File: config.mk
export PLATFORM = sky130hd
export DESIGN_NAME = bcd_seg_scan_flat
export DESIGN_NICKNAME = d
export VERILOG_FILES = /design/src/rtl/bcd_seg_scan_if.sv /design/src/rtl/bcd_seg_scan.sv /design/src/flat_wrapper.sv
export SDC_FILE = /design/constraint.sdc
export NUM_CORES = 1
export LEC_CHECK = 0
export BUFFER_PORTS_ARGS = -buffer_cell sky130_fd_sc_hd__buf_4
export CAP_MARGIN = 20
export CORE_ASPECT_RATIO = 0.5
export CORE_MARGIN = 3
export CORE_UTILIZATION = 35
export DETAILED_ROUTE_END_ITERATION = 16
export PLACE_DENSITY = 0.51
export SLEW_MARGIN = 30
export SYNTH_ARGS = -nofsm -noshare
export SYNTH_HDL_FRONTEND = slang
export SYNTH_SLANG_ARGS = --single-unit
export TNS_END_PERCENT = 50
File: constraint.sdc
create_clock -name i_clk -period 2.4 [get_ports i_clk]
set_input_delay 0.24 -clock i_clk [delete_from_list [all_inputs] [get_ports i_clk]]
set_output_delay 0.24 -clock i_clk [all_outputs]
set_load 0.05 [all_outputs]
File: src/rtl/bcd_seg_scan_if.sv
// Display bus between the BCD counters and the scan driver.
// The master drives the counter value; the slave drives the display pins.
interface bcd_seg_scan_if;
   logic [15:0] bcd_in;
   logic        load;
   logic [3:0]  dp_mask;
   logic [3:0]  an;
   logic [7:0]  seg;
   logic        err;

   modport master (output bcd_in, load, dp_mask, input an, seg, err);
   modport slave  (input bcd_in, load, dp_mask, output an, seg, err);
endinterface

File: src/rtl/bcd_seg_scan.sv
// Snapshots a 4-digit packed-BCD word and multiplexes it onto a common-anode
// seven-segment display with leading-zero blanking, decimal points and an error flag.
module bcd_seg_scan #(
   parameter int SCAN_DIV = 50000,
   parameter bit BLANK_LZ = 1'b1
) (
   input logic           i_clk,
   input logic           i_reset,
   bcd_seg_scan_if.slave bus
);
   localparam int            DW       = (SCAN_DIV > 1) ? $clog2(SCAN_DIV) : 1;
   localparam logic [DW-1:0] DIV_LAST = DW'(SCAN_DIV - 1);

   logic [DW-1:0] r_div;
   logic [1:0]    r_idx;
   logic [15:0]   r_shadow;
   logic          r_err;
   logic [3:0]    r_an;
   logic [7:0]    r_seg;

   logic [3:0]    w_nib;
   logic          w_blank;
   logic [6:0]    w_glyph;
   logic          w_bad_in;

   function automatic logic [6:0] seg7(input logic [3:0] n);
      case (n)
         4'd0:    seg7 = 7'h40;
         4'd1:    seg7 = 7'h79;
         4'd2:    seg7 = 7'h24;
         4'd3:    seg7 = 7'h30;
         4'd4:    seg7 = 7'h19;
         4'd5:    seg7 = 7'h12;
         4'd6:    seg7 = 7'h02;
         4'd7:    seg7 = 7'h78;
         4'd8:    seg7 = 7'h00;
         4'd9:    seg7 = 7'h10;
         default: seg7 = 7'h3F;
      endcase
   endfunction

   always_comb begin
      w_bad_in = 1'b0;
      for (int k = 0; k < 4; k++) begin
         if (bus.bcd_in[k*4 +: 4] > 4'd9) w_bad_in = 1'b1;
      end
   end

   assign w_nib = r_shadow[{r_idx, 2'b00} +: 4];

   // A digit is a leading zero only if it and every digit above it are zero;
   // an invalid nibble is non-zero, so it stops the blanking.
   always_comb begin
      w_blank = 1'b0;
      case (r_idx)
         2'd3:    w_blank = (r_shadow[15:12] == 4'h0);
         2'd2:    w_blank = (r_shadow[15:8]  == 8'h00);
         2'd1:    w_blank = (r_shadow[15:4]  == 12'h000);
         default: w_blank = 1'b0;
      endcase
      if (!BLANK_LZ) w_blank = 1'b0;
   end

   assign w_glyph = w_blank ? 7'h7F : seg7(w_nib);

   always_ff @(posedge i_clk) begin
      if (!i_reset) begin
         r_div    <= '0;
         r_idx    <= 2'd0;
         r_shadow <= 16'h0000;
         r_err    <= 1'b0;
         r_an     <= 4'b1111;
         r_seg    <= 8'hFF;
      end else begin
         if (r_div == DIV_LAST) begin
            r_div <= '0;
            r_idx <= r_idx + 2'd1;
         end else begin
            r_div <= r_div + DW'(1);
         end
         if (bus.load) begin
            r_shadow <= bus.bcd_in;
            r_err    <= w_bad_in;
         end
         r_an  <= ~(4'b0001 << r_idx);
         r_seg <= {~bus.dp_mask[r_idx], w_glyph};
      end
   end

   assign bus.an  = r_an;
   assign bus.seg = r_seg;
   assign bus.err = r_err;
endmodule

File: src/flat_wrapper.sv
// flat-port wrapper written by rule: the top's interface ports become plain ports
module bcd_seg_scan_flat 
#(
   parameter int SCAN_DIV = 50000,
   parameter bit BLANK_LZ = 1'b1
)
  (i_clk, i_reset, bus_bcd_in, bus_load, bus_dp_mask, bus_an, bus_seg, bus_err);
  bcd_seg_scan_if bus_i ();
  input logic i_clk;
  input logic i_reset;
  input wire logic [$bits(bus_i.bcd_in)-1:0] bus_bcd_in;
  input wire logic [$bits(bus_i.load)-1:0] bus_load;
  input wire logic [$bits(bus_i.dp_mask)-1:0] bus_dp_mask;
  output wire logic [$bits(bus_i.an)-1:0] bus_an;
  output wire logic [$bits(bus_i.seg)-1:0] bus_seg;
  output wire logic [$bits(bus_i.err)-1:0] bus_err;
  assign bus_i.bcd_in = bus_bcd_in;
  assign bus_i.load = bus_load;
  assign bus_i.dp_mask = bus_dp_mask;
  assign bus_an = bus_i.an;
  assign bus_seg = bus_i.seg;
  assign bus_err = bus_i.err;
  bcd_seg_scan #(.SCAN_DIV(SCAN_DIV), .BLANK_LZ(BLANK_LZ)) u_core (.i_clk(i_clk), .i_reset(i_reset), .bus(bus_i));
endmodule
==> flow_metrics.tcl <==
set metrics [dict create \
    skew_ps 2.41 \
    post_drt_via_cell_ratio 4.71 \
    synthFlopType "dfxtp_1" \
    place_ws_ps 401 \
    power.density_nw_per_um2 677 \
    period_needed_ps 2000 \
    drive_above_1_share 0.204 \
    cp.required_ps 2630 \
    synth_cells 213 \
    grt_pass1_vias 1510 \
    synth_edf_count 0 \
    ir_worst_vdd_v 0.000302 \
    htree_levels 2 \
    max-slew-margin-rel 0.672 \
    yosysWarnings 0 \
    cts-resized-gates 0 \
    nets 278 \
    grt_overflow_total 0 \
    setup_viol 0 \
    timing.hold.ws_ps 211 \
    multi_input_area_um2 1150 \
    grt_usage 0.133 \
    clk_pin_slew_ps 60 \
    clk_root_buffer_cell "clkbuf_16" \
    initial_core_util 0.378 \
    synth-seq-area-share 0.435 \
    wl_per_cell_um 13.2 \
    dieHeight_um 61.6 \
    cp-endpoint "u_core.bus.seg[2]$_SDFF_PP1_" \
    crit_arrival_ps 2230 \
    fillers 551 \
    hold_class "input port to flop" \
    synth.area.top_cells "dfxtp_1 43%, mux2i_1 7.9%, ha_1 6.4%, nor2b_1 5.2%, xor2_1 4.5%" \
    avgSynthCellArea_um2 10.2 \
    slew_viol_final 0 \
    n_antenna_cell 0 \
    rrSetupSlack_ps 400 \
    clock_latency_ps 290 \
    worst_slack_ps 400 \
    register_area_um2 941 \
    ys_types 41 \
    die-area_um2 7220 \
    dieWidth_um 117 \
    rsz0062_at_grt "false" \
    drt-total-wl_mm 4.34 \
    ant_nets 0 \
    core_um2 5730 \
    drc_errors 0 \
    async_reset_ff_frac 0 \
    portBuffers 35 \
    antenna_found_initial 0 \
    tns_ps 0 \
    crit_type "flop to flop" \
    routed-via-count 1548 \
    synth_top_area_frac 0.435 \
    final_util 0.459 \
    post_cts_buffers 0 \
    finalPower_uw 1780 \
    worstReg2RegStart "u_core.r_idx[0]$_SDFFE_PN0P_" \
    r2r_end "u_core.bus.seg[2]$_SDFF_PP1_" \
    period_share 0.834 \
    cp-end-kind "flop" \
    area_growth_syn_to_layout_pct 21.5 \
    numCtsBuffers 5 \
    netlist.top_cell.by_area "dfxtp_1" \
    synth_nets 247 \
    critPathLaunchType "flop" \
    grt_pass1_wl_mm 7.17 \
    cts.sinks 47 \
    rr_worst_depth 6 \
    synth-seq-cells 47 \
    grt_max_degree 29 \
    num_rows 19 \
    clockBufferDepth 2 \
    p_leak_uw 0.00109 \
    crit_fanout 9 \
    cts_tree "done" \
    firstDrtPassIters 4 \
    syn_area_um2 2160 \
    dp.final_hpwl_mm 3.18 \
    dr.first_iter.drc_count 81 \
    num_io_pins 36 \
    setup.worst_path.start "u_core.r_idx[0]$_SDFFE_PN0P_" \
    max_clock_freq_mhz 500 \
    place.gp.congestion 0.746 \
    ctsHoldBuffers 0 \
    hold_violations 0 \
    drv_cap 0 \
    status "finished clean" \
    tightest_slew_ps 491 \
]
-- Yosys cell counts, types with 2 or more instances --
cell,count
ha_1,11
xor2_1,11
o21a_1,2
nor2_1,16
mux2i_1,17
nor2b_1,18
inv_1,4
nand3_1,6
nor4bb_1,2
xnor2_1,2
nand4_1,4
o21ai_0,5
and4_1,4
a21oi_1,4
nor4_1,2
nand2b_4,2
dfxtp_1,47
o21ai_1,4
mux4_2,4
and2_1,3
and3_1,3
buf_2,5
nand2_1,16
clkbuf_1,4
-- per-stage QoR --
stage,cell area [um2],cells
finish,2630,329
floorplan,2160,213
global placement,2470,321
detailed placement,2470,321
CTS,2630,329
global route,2630,329
-- where the power goes --
group	internal (uW)	switching, uW	leakage [uW]
registers	815	21.3	0.000386
logic	94.2	119	0.000627
clock network	444	287	0.0000772
total	1350	428	0.00109
-- area by class of cell --
type / instances / share of cell area
multi-input cells: 151 / 0.437
repair buffers: 35 / 0.100
well taps: 84 / 0.0400
clock buffers: 8 / 0.0595
inverters: 4 / 0.00571
flip-flops and latches: 47 / 0.358
-- layout by cell type, fill, tap and decap left out, types with 5 or more instances in the layout --
cell and count:
nand3_1 6, ha_1 11, clkbuf_16 5, dfxtp_1 47, nand2_1 16, nor2_1 16
mux2i_1 17, o21ai_0 5, xor2_1 11, nor2b_1 18, buf_4 35
-- worst min path at each step --
stage	from	endpoint	slack [ps]	cells after the start
floorplan	bus_bcd_in[0]	u_core.r_shadow[0]$_SDFFE_PN0P_	410	2
global placement	u_core.r_div[0]$_SDFF_PP0_	u_core.r_div[0]$_SDFF_PP0_	450	1
detailed placement	u_core.r_div[0]$_SDFF_PP0_	u_core.r_div[0]$_SDFF_PP0_	450	1
CTS	bus_bcd_in[12]	u_core.r_shadow[12]$_SDFFE_PN0P_	210	3
global route	bus_bcd_in[8]	u_core.r_shadow[8]$_SDFFE_PN0P_	220	3
finish	bus_bcd_in[12]	u_core.r_shadow[12]$_SDFFE_PN0P_	210	3
-- critical path: stages, from the launching register on --
cell	delay [ps]
dfxtp_1	630
mux4_2	620
inv_1	120
ha_1	220
nand2b_4	50
mux2_2	250
nand2_1	60
-- sequential cells by signal, indices dropped and copies added (netlist names) --
signal           cells
u_core.bus.err       1
u_core.r_idx         2
u_core.r_div        16
u_core.bus.an        4
u_core.r_shadow     16
u_core.bus.seg       8
-- kinds of logic (layout without fill, tap and decap cells) --
family,count (synthesis),count (layout),synth area share
compound gates,22,22,0.0642
fa+ha+maj,11,11,0.0636
mux,23,23,0.138
simple gates,82,82,0.213
flops,47,47,0.435
buf+inv,15,47,0.0341
xor+xnor,13,13,0.0526
-- metal layers --
metal | share of wire | GRT usage | routed length, um
met5 | 0 | 0 | 0
met4 | 0.017 | 0.0588 | 74
met3 | 0.047 | 0.0471 | 202
met2 | 0.43 | 0.208 | 1880
met1 | 0.50 | 0.169 | 2180
Note: power is estimated with default switching activity, not from simulation.
